## src/rtl/pong_pkg.sv

```systemverilog
// Shared types for the pong game core: FSM states, paddle direction and win codes.
// Build option: define PONG_AI_PLAYER2_EN to let the core steer paddle 2 itself.
// Pure declarations, no logic.
package pong_pkg;

   // Game FSM states; the encoding is visible on the state output.
   typedef enum logic [2:0] {
      ST_IDLE     = 3'd0,
      ST_SERVE    = 3'd1,
      ST_PLAY     = 3'd2,
      ST_POINT    = 3'd3,
      ST_GAMEOVER = 3'd4
   } state_e;

   // Paddle direction request as carried on p*_dy: {down, up}, active-high.
   typedef struct packed {
      logic down;
      logic up;
   } dir_t;

   // Encoding of the win output.
   localparam logic [1:0] WIN_NONE = 2'b00;
   localparam logic [1:0] WIN_P1   = 2'b01;
   localparam logic [1:0] WIN_P2   = 2'b10;

endpackage

```

## src/rtl/pong_paddle.sv

```systemverilog
// Paddle position register: steps one row up or down per enabled cycle.
// Latency: position updates on the clock edge where en_i is high.
// The position saturates at 0 and MAX_POS; conflicting or idle requests hold it.
module pong_paddle
   import pong_pkg::*;
#(
   parameter int BIT_WIDTH = 10,
   parameter int MAX_POS   = 21,
   parameter int RESET_POS = 10
) (
   input  logic                 clk_i,
   input  logic                 rst_ni,
   input  logic                 en_i,
   input  dir_t                 dir_i,
   output logic [BIT_WIDTH-1:0] pos_o
);

   localparam logic [BIT_WIDTH-1:0] MAX_POS_C = BIT_WIDTH'(MAX_POS);
   localparam logic [BIT_WIDTH-1:0] RST_POS_C = BIT_WIDTH'(RESET_POS);

   logic [BIT_WIDTH-1:0] pos_q;
   logic [BIT_WIDTH-1:0] pos_d;

   // Next position: single-direction request only, saturating at both ends.
   always_comb begin
      pos_d = pos_q;
      if (en_i) begin
         if (dir_i.up && !dir_i.down && (pos_q != '0)) begin
            pos_d = pos_q - 1'b1;
         end else if (dir_i.down && !dir_i.up && (pos_q < MAX_POS_C)) begin
            pos_d = pos_q + 1'b1;
         end
      end
   end

   // Position register with asynchronous reset to the centred row.
   always_ff @(posedge clk_i or negedge rst_ni) begin
      if (!rst_ni) begin
         pos_q <= RST_POS_C;
      end else begin
         pos_q <= pos_d;
      end
   end

   assign pos_o = pos_q;

endmodule

```

## src/rtl/pong_core.sv

```systemverilog
// Pong game core: serve/play/score FSM, ball motion with wall and paddle bounces.
// Latency: every game step lands one cycle after the tick that caused it.
// pause freezes everything; start is taken on any cycle in IDLE or GAMEOVER.
// Build option PONG_AI_PLAYER2_EN: paddle 2 tracks the ball and p2_dy is ignored.
module pong_core
   import pong_pkg::*;
#(
   parameter int BIT_WIDTH     = 10,
   parameter int MAX_X         = 31,
   parameter int MAX_Y         = 23,
   parameter int PADDLE_LENGTH = 3,
   parameter int EDGE_OFFSET   = 3,
   parameter int SERVE_DELAY   = 4,
   parameter int SCORE_LIMIT   = 3,
   localparam int SCORE_W      = $clog2(SCORE_LIMIT + 1)
) (
   input  logic                 clk,
   input  logic                 rst,
   input  logic                 tick,
   input  logic                 start,
   input  logic                 pause,
   input  logic [1:0]           p1_dy,
   input  logic [1:0]           p2_dy,
   output logic [BIT_WIDTH-1:0] ball_x,
   output logic [BIT_WIDTH-1:0] ball_y,
   output logic [BIT_WIDTH-1:0] p1_y,
   output logic [BIT_WIDTH-1:0] p2_y,
   output logic [SCORE_W-1:0]   score1,
   output logic [SCORE_W-1:0]   score2,
   output logic [1:0]           win,
   output logic [2:0]           state,
   output logic                 point
);

   localparam int CNT_W   = $clog2(SERVE_DELAY + 1);
   localparam int PAD_MAX = MAX_Y - PADDLE_LENGTH + 1;
   localparam int PAD_RST = (MAX_Y + 1 - PADDLE_LENGTH) / 2;

   localparam logic [BIT_WIDTH-1:0] MAX_X_C   = BIT_WIDTH'(MAX_X);
   localparam logic [BIT_WIDTH-1:0] MAX_Y_C   = BIT_WIDTH'(MAX_Y);
   localparam logic [BIT_WIDTH-1:0] CENTER_X  = BIT_WIDTH'(MAX_X / 2);
   localparam logic [BIT_WIDTH-1:0] CENTER_Y  = BIT_WIDTH'(MAX_Y / 2);
   localparam logic [BIT_WIDTH-1:0] P1_HIT_X  = BIT_WIDTH'(EDGE_OFFSET + 1);
   localparam logic [BIT_WIDTH-1:0] P2_HIT_X  = BIT_WIDTH'(MAX_X - EDGE_OFFSET - 1);
   localparam logic [BIT_WIDTH:0]   PAD_SPAN  = (BIT_WIDTH + 1)'(PADDLE_LENGTH - 1);
   localparam logic [CNT_W-1:0]     SERVE_END = CNT_W'(SERVE_DELAY - 1);
   localparam logic [SCORE_W-1:0]   SCORE_LIM = SCORE_W'(SCORE_LIMIT);

   state_e               state_q;
   logic [BIT_WIDTH-1:0] ball_x_q;
   logic [BIT_WIDTH-1:0] ball_y_q;
   logic                 ball_left_q;
   logic                 ball_up_q;
   logic                 serve_right_q;
   logic [CNT_W-1:0]     serve_cnt_q;
   logic [SCORE_W-1:0]   score1_q;
   logic [SCORE_W-1:0]   score2_q;
   logic [1:0]           win_q;
   logic                 point_q;

   logic                 adv;
   logic                 paddle_en;
   logic [BIT_WIDTH-1:0] p1_y_w;
   logic [BIT_WIDTH-1:0] p2_y_w;
   logic [BIT_WIDTH:0]   p1_bot;
   logic [BIT_WIDTH:0]   p2_bot;
   logic                 p1_cover;
   logic                 p2_cover;
   dir_t                 p1_dir;
   dir_t                 p2_dir;
   logic                 ball_left_d;
   logic                 ball_up_d;
   logic [BIT_WIDTH-1:0] ball_x_d;
   logic [BIT_WIDTH-1:0] ball_y_d;

   // A game step happens only on an unpaused tick.
   assign adv       = tick && !pause;
   assign paddle_en = adv && ((state_q == ST_SERVE) || (state_q == ST_PLAY));

   // Paddle vertical coverage, computed one bit wider so the bottom row cannot wrap.
   assign p1_bot   = {1'b0, p1_y_w} + PAD_SPAN;
   assign p2_bot   = {1'b0, p2_y_w} + PAD_SPAN;
   assign p1_cover = (p1_y_w <= ball_y_q) && ({1'b0, ball_y_q} <= p1_bot);
   assign p2_cover = (p2_y_w <= ball_y_q) && ({1'b0, ball_y_q} <= p2_bot);

   assign p1_dir = dir_t'(p1_dy);
`ifdef PONG_AI_PLAYER2_EN
   logic unused_p2_dy;
   assign unused_p2_dy = ^p2_dy;
   // Paddle 2 chases the ball row whenever the ball leaves its span.
   always_comb begin
      p2_dir      = '0;
      p2_dir.up   = (ball_y_q < p2_y_w);
      p2_dir.down = ({1'b0, ball_y_q} > p2_bot);
   end
`else
   assign p2_dir = dir_t'(p2_dy);
`endif

   pong_paddle #(
      .BIT_WIDTH (BIT_WIDTH),
      .MAX_POS   (PAD_MAX),
      .RESET_POS (PAD_RST)
   ) u_paddle1 (
      .clk_i  (clk),
      .rst_ni (rst),
      .en_i   (paddle_en),
      .dir_i  (p1_dir),
      .pos_o  (p1_y_w)
   );

   pong_paddle #(
      .BIT_WIDTH (BIT_WIDTH),
      .MAX_POS   (PAD_MAX),
      .RESET_POS (PAD_RST)
   ) u_paddle2 (
      .clk_i  (clk),
      .rst_ni (rst),
      .en_i   (paddle_en),
      .dir_i  (p2_dir),
      .pos_o  (p2_y_w)
   );

   // Bounce decisions are taken on the current position, then the ball steps.
   always_comb begin
      ball_up_d   = ball_up_q;
      ball_left_d = ball_left_q;
      if ((ball_up_q && (ball_y_q == '0)) || (!ball_up_q && (ball_y_q == MAX_Y_C))) begin
         ball_up_d = !ball_up_q;
      end
      if (ball_left_q && (ball_x_q == P1_HIT_X) && p1_cover) begin
         ball_left_d = 1'b0;
      end else if (!ball_left_q && (ball_x_q == P2_HIT_X) && p2_cover) begin
         ball_left_d = 1'b1;
      end
      ball_x_d = ball_left_d ? (ball_x_q - 1'b1) : (ball_x_q + 1'b1);
      ball_y_d = ball_up_d   ? (ball_y_q - 1'b1) : (ball_y_q + 1'b1);
   end

   // Game FSM with all game registers; point is a one-cycle registered pulse.
   always_ff @(posedge clk or negedge rst) begin
      if (!rst) begin
         state_q       <= ST_IDLE;
         ball_x_q      <= CENTER_X;
         ball_y_q      <= CENTER_Y;
         ball_left_q   <= 1'b0;
         ball_up_q     <= 1'b0;
         serve_right_q <= 1'b1;
         serve_cnt_q   <= '0;
         score1_q      <= '0;
         score2_q      <= '0;
         win_q         <= WIN_NONE;
         point_q       <= 1'b0;
      end else begin
         point_q <= 1'b0;
         case (state_q)
            ST_IDLE: begin
               if (start) begin
                  state_q     <= ST_SERVE;
                  serve_cnt_q <= '0;
                  ball_x_q    <= CENTER_X;
                  ball_y_q    <= CENTER_Y;
                  ball_left_q <= !serve_right_q;
                  ball_up_q   <= 1'b0;
               end
            end
            ST_SERVE: begin
               if (adv) begin
                  if (serve_cnt_q == SERVE_END) begin
                     state_q     <= ST_PLAY;
                     serve_cnt_q <= '0;
                  end else begin
                     serve_cnt_q <= serve_cnt_q + 1'b1;
                  end
               end
            end
            ST_PLAY: begin
               if (adv) begin
                  ball_x_q    <= ball_x_d;
                  ball_y_q    <= ball_y_d;
                  ball_left_q <= ball_left_d;
                  ball_up_q   <= ball_up_d;
                  if (ball_x_d == '0) begin
                     // Player 1 missed: player 2 scores, next serve heads to player 1.
                     state_q       <= ST_POINT;
                     point_q       <= 1'b1;
                     score2_q      <= score2_q + 1'b1;
                     serve_right_q <= 1'b0;
                  end else if (ball_x_d == MAX_X_C) begin
                     state_q       <= ST_POINT;
                     point_q       <= 1'b1;
                     score1_q      <= score1_q + 1'b1;
                     serve_right_q <= 1'b1;
                  end
               end
            end
            ST_POINT: begin
               if (adv) begin
                  if (score1_q == SCORE_LIM) begin
                     state_q <= ST_GAMEOVER;
                     win_q   <= WIN_P1;
                  end else if (score2_q == SCORE_LIM) begin
                     state_q <= ST_GAMEOVER;
                     win_q   <= WIN_P2;
                  end else begin
                     state_q     <= ST_SERVE;
                     serve_cnt_q <= '0;
                     ball_x_q    <= CENTER_X;
                     ball_y_q    <= CENTER_Y;
                     ball_left_q <= !serve_right_q;
                     ball_up_q   <= 1'b0;
                  end
               end
            end
            ST_GAMEOVER: begin
               if (start) begin
                  state_q     <= ST_SERVE;
                  score1_q    <= '0;
                  score2_q    <= '0;
                  win_q       <= WIN_NONE;
                  serve_cnt_q <= '0;
                  ball_x_q    <= CENTER_X;
                  ball_y_q    <= CENTER_Y;
                  ball_left_q <= !serve_right_q;
                  ball_up_q   <= 1'b0;
               end
            end
            default: begin
               state_q <= ST_IDLE;
            end
         endcase
      end
   end

   assign ball_x = ball_x_q;
   assign ball_y = ball_y_q;
   assign p1_y   = p1_y_w;
   assign p2_y   = p2_y_w;
   assign score1 = score1_q;
   assign score2 = score2_q;
   assign win    = win_q;
   assign state  = state_q;
   assign point  = point_q;

endmodule

```

## config.mk

```make
export PLATFORM = sky130hd
export DESIGN_NAME = pong_core
export DESIGN_NICKNAME = d
export VERILOG_FILES = /design/src/rtl/pong_pkg.sv /design/src/rtl/pong_paddle.sv /design/src/rtl/pong_core.sv
export SDC_FILE = /design/constraint.sdc
export NUM_CORES = 1
export LEC_CHECK = 0
export ABC_AREA = 1
export ABC_CLOCK_PERIOD_IN_PS = 5900
export BUFFER_PORTS_ARGS = -buffer_cell sky130_fd_sc_hd__buf_2
export CAP_MARGIN = 5
export CORE_MARGIN = 2
export CORE_UTILIZATION = 50
export DETAILED_ROUTE_END_ITERATION = 10
export PLACE_DENSITY = 0.74
export REMOVE_ABC_BUFFERS = 1
export SLEW_MARGIN = 15
export SYNTH_ARGS = -nofsm -noshare
export SYNTH_HDL_FRONTEND = slang
export SYNTH_SLANG_ARGS = --single-unit
```

## constraint.sdc

```tcl
create_clock -name clk -period 5.9 [get_ports clk]
set_clock_uncertainty 0.2 [all_clocks]
set_input_delay 1.475 -clock clk [delete_from_list [all_inputs] [get_ports clk]]
set_output_delay 1.475 -clock clk [all_outputs]
set_load 0.01 [all_outputs]
```

; ---- After elaboration in Yosys (flattened, before gate mapping)
; Index checks and enable logic that the tools add are counted.
[classes]
order_cmp = 6
n_reduce_logical = 50
addsub = 13
eq_ne = 24
muxes = 68
[op_table]
columns = op, count
row1 = $mux W10, 16
row2 = $pmux W10 S3, 2
row3 = $mux W3, 15
row4 = $add A10 B1 Y10 const B, 4
row5 = $sub A10 B1 Y10 const B, 4
row6 = $eq A10 B5 Y1 const B, 3
row7 = $add A10 B2 Y11 const B, 2
row8 = $le A10 B11 Y1, 2
row9 = $le A10 B10 Y1, 2
row10 = $logic_not A10 Y1, 2
row11 = $lt A10 B5 Y1 const B, 2
row12 = $reduce_bool A10 Y1, 2
row13 = $mux W1, 19
row14 = $logic_and A1 B1 Y1, 18
row15 = $mux W2, 9
row16 = $reduce_and A6 Y1, 3
row17 = $ne A2 B2 Y1 const B, 7
row18 = $pmux W2 S2, 3
row19 = $pmux W3 S4, 1
row20 = $eq A10 B3 Y1 const B, 1
row21 = $reduce_bool A2 Y1, 5
row22 = $eq A3 B2 Y1 const B, 3
row23 = $pmux W3 S3, 1
row24 = $logic_not A1 Y1, 8
row25 = other kinds (17), 27
[totals]
input_bits = 9
output_inout_bits = 50
elab_cells = 174
regBits = 56

; ---- Logic depth before layout (Yosys ltp)
; Gate-level depths: netlist of run 1.
[logic_depth]
ltp_word = 12
depth_mapped = 36
mapped_depth_nobuf = 36

; ---- By module
; Synthesis of run 1 repeated with hierarchy kept, for this count alone.
[unflattened]
cells_unflattened = 804
area_unflattened_um2 = 5729.2
[by_module_without_submodules]
columns = mod, instances, seq_area_each_um2, area_each_um2, cells_per_inst
row1 = pong_core, 1, 910.9, 3847.4, 528
row2 = pong_paddle, 2, 252.7, 940.9, 138

; ---- Least setup slack after synthesis of run 1
; No wires, ideal clock.
[synth_timing]
path_kind = register to register
start = register u_paddle2.pos_q[1], in the netlist u_paddle2.pos_o[1]
end = register score1_q[0], in the netlist score1[0]
path_slack_ns = 1.672
synth_period_minus_slack_ns = 4.228
setup_ns = 0.117
arrival_ns = 3.911
required_time_ns = 5.583
n_path_buf = 0
path_stages_with_launch = 34
cell_sequence = dfstp_2 ha_1 nand2_1 nor2_1 xor2_1 ha_1 nand2_1 inv_1 nand2_1 nor2_1 nor2_1 nand2_1 nand2_1 nand2_1 nand2_1 nand2_1 nand2_2 nand2_4 inv_1 ha_1 a21oi_1 nand2_1 nand2_1 nand2_1 nand2_1 nand2_2 xor2_1 nand2_2 nor2_1 nand3_2 nand2_2 nand3_2 nand2_1 nand2_1
[synth_between]
elab_chain_cells = 10
word_cells_on_any_way = 13
classes_between = add/sub: 1 / order compare: 2 / eq/ne: 3 / mux: 3 / reduce/logical: 4
[synth_rtl]
columns = item, line_no
row1 = from (decl), pong_paddle.sv:21  ; logic [BIT_WIDTH-1:0] pos_q;
row2 = from (signal assigned), pong_paddle.sv:41  ; pos_q <= pos_d;
row3 = $add A10 B2 Y11, pong_core.sv:82  ; assign p2_bot = {1'b0, p2_y_w} + PAD_SPAN;
row4 = $le A10 B11 Y1, pong_core.sv:84  ; assign p2_cover = (p2_y_w <= ball_y_q) && ({1'b0, ball_y_q} <= p2_bot);
row5 = $logic_and A1 B1 Y1 *, pong_core.sv:84
row6 = $logic_and A1 B1 Y1 *, pong_core.sv:133  ; end else if (!ball_left_q && (ball_x_q == P2_HIT_X) && p2_cover) begin
row7 = $mux W1 *, pong_core.sv:133
row8 = $mux W1 *, pong_core.sv:131  ; if (ball_left_q && (ball_x_q == P1_HIT_X) && p1_cover) begin
row9 = $mux W10 *, pong_core.sv:136  ; ball_x_d = ball_left_d ? (ball_x_q - 1'b1) : (ball_x_q + 1'b1);
row10 = $eq A10 B5 Y1 / $logic_not A10 Y1 (equally long branches), "pong_core.sv:189, pong_core.sv:183"
row11 = $ne A2 B1 Y1 (no line) / $ne A2 B2 Y1 (equally long branches), n/a
row12 = $reduce_and A5 Y1 (no line) *, n/a
row13 = to (signal assigned), pong_core.sv:192  ; score1_q <= score1_q + 1'b1;
row14 = to (decl), pong_core.sv:56  ; logic [SCORE_W-1:0] score1_q;
; Mark *: on every way between the ends. The rest lies on a longest branch, timed or not.
; A chain may end at the register's enable or synchronous reset.

; ---- Worst setup path in the final report of run 1
[layout_timing]
start = register u_paddle1.pos_q[1], in the netlist u_paddle1.pos_o[1]
end = register score1_q[0], in the netlist score1[0]
[layout_between]
elab_chain_cells = 9
word_cells_on_any_way = 12
classes_between = add/sub: 1 / order compare: 2 / eq/ne: 3 / mux: 2 / reduce/logical: 4
[layout_rtl]
columns = item, line_no
row1 = from (decl), pong_paddle.sv:21
row2 = from (signal assigned), pong_paddle.sv:41
row3 = $add A10 B2 Y11, pong_core.sv:81  ; assign p1_bot = {1'b0, p1_y_w} + PAD_SPAN;
row4 = $le A10 B11 Y1, pong_core.sv:83  ; assign p1_cover = (p1_y_w <= ball_y_q) && ({1'b0, ball_y_q} <= p1_bot);
row5 = $logic_and A1 B1 Y1 *, pong_core.sv:83
row6 = $logic_and A1 B1 Y1 *, pong_core.sv:131
row7 = $mux W1 *, pong_core.sv:131
row8 = $mux W10 *, pong_core.sv:136
row9 = $eq A10 B5 Y1 / $logic_not A10 Y1 (equally long branches), "pong_core.sv:189, pong_core.sv:183"
row10 = $ne A2 B1 Y1 (no line) / $ne A2 B2 Y1 (equally long branches), n/a
row11 = $reduce_and A5 Y1 (no line) *, n/a
; Marked as above.

==> results of run 1 <==
==> placed cells by master (no fill, tap or decap), types with 3 or more instances in the layout <==
cell type and count:
a21oi_1 40, nand4_1 10, xor2_1 24, o211ai_1 3, clkbuf_8 5, nand2_4 4, fa_1 4, o21ai_0 40
dfrtp_1 44, o22ai_1 10, nor2_1 66, inv_1 102, buf_2 58, o31ai_1 3, xnor2_1 11, dfstp_2 12
o21bai_1 4, a22oi_1 3, nand3_2 5, nand3_1 26, nor4_1 6, nand2_1 159, ha_1 79, nand2_2 13
a31oi_1 3, nor3_1 9, o21ai_1 7
==> state kept, by name, summed over array words and instances (netlist names), 2 cells and up <==
signal / count
state: 3
win: 2
u_paddle1.pos_o: 10
ball_y: 10
score1: 2
score2: 2
u_paddle2.pos_o: 10
serve_cnt_q: 3
ball_x: 10
==> final timing paths <==
kind	from	end	cells past startpoint
hold / removal	serve_cnt_q[1]	serve_cnt_q[1]	2
setup / recovery	u_paddle1.pos_o[1]	score1[0]	28
max in group asynchronous	rst	ball_y[2]	2
hold reg to reg	serve_cnt_q[1]	serve_cnt_q[1]	2
setup reg to reg	u_paddle1.pos_o[1]	score1[0]	28
min in group asynchronous	rst	u_paddle1.pos_o[9]	2
==> power by group <==
group          switching, W  leakage, nW  internal [W]
Sequential         0.000274        0.698      0.000545
Clock              0.000155       0.0511     0.0000904
Combinational       0.00124         2.39      0.000771
==> area by class of cell <==
class                   instances  area share [%]
clock buffers                   5            1.16
clock inverters                 3           0.485
inverters                     104            6.58
multi-input cells             556            59.9
flip-flops and latches         56            23.9
well taps                     136            2.87
repair buffers                 60            5.15
==> metal layers <==
| layer | GRT usage, % | share of wire [%] |
|---|---|---|
| met5 | 0 | 0 |
| met4 | 6.87 | 1.8 |
| met3 | 2.91 | 3.8 |
| met2 | 41.6 | 48 |
| met1 | 31.6 | 47 |
==> cells in the mapped netlist, types with 4 or more instances <==
library cell	instances
ha_1	79
nor2_1	66
o21bai_1	4
nand4_1	10
fa_1	4
nand2_1	159
dfstp_2	12
nand2_2	13
nand3_1	26
o21ai_0	40
a21oi_1	40
xnor2_1	11
nor4_1	6
dfrtp_1	44
nand3_2	5
xor2_1	24
o21ai_1	7
nand2_4	4
nor3_1	9
inv_1	102
o22ai_1	10
==> through the flow <==
step | power [W] | hold WS, ps | worst slack (ps) | instances
2_1_floorplan | 0.00226 | 253 | 1670 | 716
3_3_place_gp | 0.00274 | 270 | 1340 | 912
3_5_place_dp | 0.00282 | 272 | 1150 | 912
4_1_cts | 0.00307 | 304 | 1140 | 920
5_1_grt | 0.00340 | 340 | 636 | 920
6_report | 0.00307 | 301 | 1130 | 920
==> kinds of logic (layout without fill, tap and decap cells) <==
group | after synthesis | after routing | synth area share, %
compound gates | 126 | 126 | 13.7
xor+xnor | 36 | 36 | 6.20
fa+ha+maj | 83 | 83 | 19.8
buf+inv | 110 | 172 | 7.74
flops | 56 | 56 | 26.3
simple gates | 311 | 311 | 26.2
==> worst min-delay path: cells and delay by family (launching register included) <==
kind,cells,cell delay (ps)
flops,1,370
simple gates,2,110
==> run summary, run 1 <==
• result of the run: finished clean
• Post-Route Utilization: 57.2%
• final non-filler cell area: 0.00593 mm²
• kind of start point of the critical path: flop
• Buf/Inv on CP: 1
• number of nets in the finished design: 875
• final estimated routing congestion in global placement: 0.837
• number of I/O pins: 59
• Max Slew Vio Count: 0
• GR Util All Layers: 24.1%
• buffers from clock root to sink, at most: 2
• share of synthesized area occupied by flip-flops and latches: 26.3%
• CP max stage cell: dfstp_2
• maximum vdd drop: 368 µV
• effective utilization at floorplan: 51.9%
• final cycle utilization of the critical path: 80.8%
• full die area: 0.0116 mm²
• reg-to-reg setup timing slack: 1130 ps
• final hold vios: 0
• proportion of layout cells with a drive suffix above 1: 15.2%
• endpoint type of the worst setup path: flop
• DRC marker count from the first detailed-route iteration: 213
• number of synthesized register bits: 56
• leading register cell type out of synthesis: dfrtp_1
• arrival time of the worst setup path: 4800 ps
• width of the die: 108 µm
• maximum fanout encountered on the critical timing path: 10
• standard cell area after detailed placement: 0.00584 mm²
• Tmin final: 4770 ps
• Mapped Area: 0.00539 mm²
• Distinct cells, synth: 50
• setup bufs post-CTS: 0
• Relative slew margins: 40.8%
• Final ANT Viol Nets: 0
• Filler Cells Inserted: 973
• number of buffers inserted for hold repair after clock tree synthesis: 0
• HPWL Detailed: 10300 µm
• clock slew at the register clock pins of the worst setup and hold paths: 120 ps
• total power divided by cell area: 518 mW/mm²
• DRC violation count after routing: 0
• leakage power of the design: 3.14 nW
• Register Area: 0.00142 mm²
• transition time at the pin with the least slew margin: 885 ps
• total grt overflow: 0
• standard-cell rows: 37
• Multi-input gate area: 0.00355 mm²
• start-to-end type of the worst setup path: flop to flop
• pin count of the biggest net entering global routing: 57
• Clk Latency, worst-skew pair: 330 ps
• root buffer cell: clkbuf_8
• total number of vias: 4999
• RSZ-0062 raised after global routing: false
• TritonCTS clock tree: built
• maxcap violations: 0
• vias per std cell: 5.43
• CP required: 5930 ps
• area share of the largest cell type after synthesis: 20.4%
• number of H-tree levels: 2
• ant diodes: 0
• Avg Cell Area, Syn: 7.46 µm²
• Warnings, synthesis: 0
• Crit path max-delay family: simple AND/OR/NAND/NOR gates
• Area growth, synth to finish: 10.2%
• number of standard cells after synthesis: 722
• HP Class: flop to flop
• global-route wire length before repair: 22600 µm
• TritonCTS Sinks: 56
• most frequent cell on the critical path: nand2_1
• Final Routed Wirelength: 13300 µm
• async set-reset flop share out of synthesis: 100%
• initial antenna violation count: 0
• number of input and output port buffers inserted: 58
• via count of the first global-routing pass: 4888
• highest clock frequency the design can meet: 210 MHz
• Crit path largest cell delay: 650 ps
• TritonCTS buffer count: 5
• number of enable flip-flop cells after synthesis: 0
• average wire length per cell after detail routing: 14.5 µm
• setup_tns: 0 ps
• # setup viols final: 0
• number of resized instances in the post-cts repair step: 0
• floorplan core area: 0.0104 mm²
• cell types occupying the most area after synthesis: dfrtp_1 20%, ha_1 18%, nand2_1 11%, inv_1 7.1%, dfstp_2 5.9%
• cell type with the highest aggregate area in the netlist: dfrtp_1
• length of the first detailed-routing pass in iterations: 5
• Die Ht: 108 µm
Note: power is estimated with default switching activity, not from simulation.
==> run 2: changes to the inputs <==
--- a/config.mk
+++ b/config.mk
@@ -6,7 +6,7 @@
 export NUM_CORES = 1
 export LEC_CHECK = 0
 export ABC_AREA = 1
-export ABC_CLOCK_PERIOD_IN_PS = 5900
+export ABC_CLOCK_PERIOD_IN_PS = 4410
 export BUFFER_PORTS_ARGS = -buffer_cell sky130_fd_sc_hd__buf_2
 export CAP_MARGIN = 5
 export CORE_MARGIN = 2
==> constraint.sdc (replaced) <==
create_clock -name clk -period 4.41 [get_ports clk]
set_clock_uncertainty 0.2 [all_clocks]
set_input_delay 1.1025 -clock clk [delete_from_list [all_inputs] [get_ports clk]]
set_output_delay 1.1025 -clock clk [all_outputs]
set_load 0.01 [all_outputs]
==> run 2 against run 1 <==
Effect of this change: final area up 7.0%; critical path depth up 7; die area did not move; clock power up 34%; worst hold slack worse by 7.1 ps; largest cell class unchanged.
==> run summary, run 2 (same netlist as run 1, synthesis figures left out) <==
• result of the run: finished clean
• total number of vias: 5163
• DRC marker count from the first detailed-route iteration: 228
• transition time at the pin with the least slew margin: 742 ps
• Post-Route Utilization: 61.2%
• maximum vdd drop: 585 µV
• number of I/O pins: 59
• Final ANT Viol Nets: 0
• length of the first detailed-routing pass in iterations: 5
• number of buffers inserted for hold repair after clock tree synthesis: 0
• average wire length per cell after detail routing: 14.9 µm
• startpoint of the tightest hold check path: serve_right_q
• final non-filler cell area: 0.00635 mm²
• Die Ht: 108 µm
• reg-to-reg setup timing slack: 90 ps
• final hold vios: 0
• most common library cell in the layout ignoring fill and taps: nand2_1
• leakage power of the design: 3.31 nW
• Register-to-Register Path Depth: 35
• Crit path largest cell delay: 560 ps
• initial antenna violation count: 0
• DRC violation count after routing: 0
• RSZ-0062 raised after global routing: true
• total grt overflow: 0
• kind of start point of the critical path: flop
• vias per std cell: 5.44
• TritonCTS buffer count: 5
• final cycle utilization of the critical path: 97.9%
• floorplan core area: 0.0104 mm²
• arrival time of the worst setup path: 4350 ps
• commonest non-fill, non-tap cells in the layout: 150 x nand2_1, 99 x inv_1, 72 x ha_1, 61 x nor2_1, 58 x buf_2
• root buffer cell: clkbuf_8
• effective utilization at floorplan: 51.9%
• full die area: 0.0116 mm²
• buffers from clock root to sink, at most: 2
• global-route wire length before repair: 23400 µm
• standard-cell rows: 37
• Relative slew margins: 50.5%
• Tmin final: 4320 ps
• # setup viols final: 0
• number of input and output port buffers inserted: 58
• Final Routed Wirelength: 14100 µm
• total power divided by cell area: 708 mW/mm²
• TritonCTS Sinks: 56
• slack of the critical path: 94.5 ps
• most frequent cell on the critical path: nand2_1
• maximum fanout encountered on the critical timing path: 4
• Worst Setup SP: u_paddle2.pos_o[1]
• Place WS: -36.9 ps
• width of the die: 108 µm
• GR Util All Layers: 25.0%
• endpoint type of the worst setup path: flop
• Reg2Reg Capture Point: state[1]
• CP required: 4450 ps
• final estimated routing congestion in global placement: 0.880
• tightest hold margin: 294 ps
• Worst R2R Start: u_paddle2.pos_o[1]
• ant diodes: 0
• via count of the first global-routing pass: 5044
• HPWL Detailed: 10900 µm
• Clk Latency, worst-skew pair: 330 ps
• Max Slew Vio Count: 0
• pin count of the biggest net entering global routing: 30
• HP Class: flop to flop
• clock slew at the register clock pins of the worst setup and hold paths: 120 ps
• number of nets in the finished design: 904
• maxcap violations: 0
• highest clock frequency the design can meet: 232 MHz
• TritonCTS clock tree: built
• number of H-tree levels: 2
• Area growth, synth to finish: 17.9%
• proportion of layout cells with a drive suffix above 1: 22.6%
• start-to-end type of the worst setup path: flop to flop
• standard cell area after detailed placement: 0.00598 mm²
• post-layout power: 0.00450 W
• CP max stage cell: dfstp_2
• terminating pin of the worst hold path: serve_right_q
• Cells on Worst Hold Path: 2
[run 2: stage by stage]
step | setup TNS (ps) | std cells
after floorplan | 0 | 716
after global placement | 0 | 931
after detailed placement | -143 | 931
after CTS | 0 | 939
after global routing | -1570 | 949
final | 0 | 949
[run 2: worst max-delay path, delay by kind of cell (launching register included)]
kind | cells | cell delay (ps)
AOI/OAI and AO/OA | 2 | 230
xor gates and xnor gates | 2 | 380
adders and majority gates | 2 | 690
buffers and inverters | 3 | 200
DFF | 1 | 560
and+or+nand+nor | 26 | 1960
[run 2: repair_timing]
| action | in CTS | in global routing |
|---|---|---|
| endpoints found under the setup margin | 6 | 12 |
| setup buffers | 0 | 10 |
| pin swaps | 0 | 23 |
| endpoints found under the hold margin | 0 | 0 |
| gates resized for setup | 3 | 43 |
| gates cloned | 0 | 0 |
[run 2: area by class of cell]
cell class              instances  area, µm²
clock buffers                   5       68.8
clock inverters                 3       28.8
fillers                       937       4020
inverters                     104        393
multi-input cells             556       3740
flip-flops and latches         56       1420
well taps                     136        170
repair buffers                 89        534
[run 2: routing by layer]
layer	GRT usage (%)	wire (µm)	vias to the layer above
met5	0	0	-
met4	7.88	391	0
met3	4.12	682	36
met2	42.9	6820	136
met1	31.9	6200	2418
li1	-	-	2573
[run 2: where the power goes]
group	switching [W]	internal [W]	leakage, nW
logic	0.00189	0.00126	2.56
registers	0.000288	0.000729	0.698
clock network	0.000208	0.000121	0.0511
total	0.00239	0.00211	3.31
[run 2: worst max-delay path by stage]
stage	end	slack, ps	depth (start not counted)
final	state[1]	90	35
after global routing	score2[0]	-200	33
after CTS	score2[0]	10	29
after detailed placement	score2[0]	-40	25
after global placement	state[1]	80	30
after floorplan	score1[0]	180	33
==> run 3: changes to the inputs <==
--- a/config.mk
+++ b/config.mk
@@ -9,10 +9,12 @@
 export ABC_CLOCK_PERIOD_IN_PS = 4410
 export BUFFER_PORTS_ARGS = -buffer_cell sky130_fd_sc_hd__buf_2
 export CAP_MARGIN = 5
+export CELL_PAD_IN_SITES_DETAIL_PLACEMENT = 0
+export CELL_PAD_IN_SITES_GLOBAL_PLACEMENT = 1
 export CORE_MARGIN = 2
-export CORE_UTILIZATION = 50
+export CORE_UTILIZATION = 44
 export DETAILED_ROUTE_END_ITERATION = 10
-export PLACE_DENSITY = 0.74
+export PLACE_DENSITY = 0.85
 export REMOVE_ABC_BUFFERS = 1
 export SLEW_MARGIN = 15
 export SYNTH_ARGS = -nofsm -noshare
==> run 3 against run 2 <==
Effect of this change: sequential power is essentially flat; cell count grew 1.9%; via count shrank 3.4%; die area grew 13%; sequential share of layout area shrank 0.71 points; sequential cell count is the same; clock power grew 25%; clock-buffer cell count grew 1; register-to-register slack gained 20 ps; global-route usage shrank 3.2 points; total power grew 6.4%; largest power group unchanged; first-iteration DRC count grew 2.2%.
==> run summary, run 3 (same netlist as run 1, synthesis figures left out) <==
• result of the run: finished clean
• standard-cell rows: 40
• most frequent cell on the critical path: nand2_1
• Final ANT Viol Nets: 0
• TritonCTS buffer count: 5
• vias per std cell: 5.16
• most common library cell in the layout ignoring fill and taps: nand2_1
• effective utilization at floorplan: 45.0%
• DRC violation count after routing: 0
• TritonCTS clock tree: built
• post-layout power: 0.00478 W
• length of the first detailed-routing pass in iterations: 5
• TritonCTS Sinks: 56
• Area growth, synth to finish: 21.8%
• maximum fanout encountered on the critical timing path: 3
• full die area: 0.0131 mm²
• total grt overflow: 0
• Clk Latency, worst-skew pair: 300 ps
• setup_tns: 0 ps
• # setup viols final: 0
• number of input and output port buffers inserted: 58
• CP max stage cell: dfstp_2
• arrival time of the worst setup path: 4290 ps
• width of the die: 115 µm
• Max Slew Vio Count: 0
• Final Routed Wirelength: 14300 µm
• highest clock frequency the design can meet: 233 MHz
• leakage power of the design: 3.38 nW
• final estimated routing congestion in global placement: 0.902
• proportion of layout cells with a drive suffix above 1: 24.6%
• HPWL Detailed: 11000 µm
• Filler Cells Inserted: 1134
• DRC marker count from the first detailed-route iteration: 233
• buffers from clock root to sink, at most: 2
• root buffer cell: clkbuf_16
• Die Ht: 115 µm
• maxcap violations: 0
• endpoint type of the worst setup path: flop
• final hold vios: 0
• total number of vias: 4990
• number of H-tree levels: 2
• clock slew at the register clock pins of the worst setup and hold paths: 70 ps
• Multi-input gate area: 0.00383 mm²
• CP required: 4410 ps
• Tmin final: 4290 ps
• floorplan core area: 0.0120 mm²
• kind of start point of the critical path: flop
• start-to-end type of the worst setup path: flop to flop
• RSZ-0062 raised after global routing: true
• final cycle utilization of the critical path: 97.3%
• via count of the first global-routing pass: 4854
• total power divided by cell area: 729 mW/mm²
• number of nets in the finished design: 911
• pin count of the biggest net entering global routing: 35
• average wire length per cell after detail routing: 14.8 µm
• global-route wire length before repair: 23100 µm
• Crit path largest cell delay: 580 ps
• initial antenna violation count: 0
• GR Util All Layers: 21.8%
• Relative slew margins: 42.5%
• Register Area: 0.00142 mm²
• commonest non-fill, non-tap cells in the layout: 146 x nand2_1, 98 x inv_1, 70 x ha_1, 59 x nor2_1, 58 x buf_2
• transition time at the pin with the least slew margin: 862 ps
• HP Class: flop to flop
• ant diodes: 0
• number of buffers inserted for hold repair after clock tree synthesis: 0
• number of I/O pins: 59
• maximum vdd drop: 638 µV
run 3: worst paths after layout:
path                                     from                  to  slack, ps  depth (start not counted)
setup / recovery           u_paddle2.pos_o[1]           score1[0]        120                         32
hold / removal                  serve_right_q       serve_right_q        280                          2
setup reg to reg           u_paddle2.pos_o[1]           score1[0]        120                         32
hold reg to reg                 serve_right_q       serve_right_q        280                          2
max in group asynchronous                 rst           ball_x[3]       2420                          2
min in group asynchronous                 rst  u_paddle2.pos_o[8]        710                          1
run 3: power by group:
part / leakage, nW / internal [W] / switching (W) / total, W
logic: 2.61 / 0.00139 / 0.00198 / 0.00337
clock network: 0.0669 / 0.000211 / 0.000199 / 0.000410
registers: 0.698 / 0.000730 / 0.000275 / 0.00100
run 3: cell type report:
type / instances / share of cell area [%]
Clock buffer: 6 / 1.96
Clock inverter: 2 / 0.191
Inverter: 104 / 5.99
Multi-Input combinational cell: 556 / 58.4
Sequential cell: 56 / 21.6
Tap cell: 147 / 2.80
Timing Repair Buffer: 96 / 9.08
run 3: critical path, delay by kind of cell, from the launching register on:
kind,cells,cell delay (ps)
compound gates,1,140
xor+xnor,2,330
fa+ha+maj,2,700
buf+inv,4,410
flops,1,580
simple gates,23,1800
run 3: timing repair:
item | in CTS | in global routing
setup endpoints to repair | 7 | 10
pin swaps | 2 | 47
endpoints found under the hold margin | 0 | 0
resized for setup | 7 | 55
setup buffers | 1 | 12
run 3: per-layer routing:
layer  vias to the layer above  part of all wire, %  global-route usage (%)
li1                       2583                    -                       -
met2                        83                   50                    38.0
met5                         -                    0                       0
met4                         0                  1.1                    4.96
met1                      2309                   46                    28.9
met3                        15                  3.5                    2.75
run 3: metrics by stage:
step                      std cells  worst slack, ps  util, %  hold slack, ps  area, µm²
after global placement          946             29.2     50.3             264       6020
after CTS                       955             13.2     51.8             293       6200
final                           967              119     54.9             283       6560
after floorplan                 716              182        -             253       5360
after global routing            967             -229     54.9             331       6560
after detailed placement        946            -95.7     50.3             275       6020
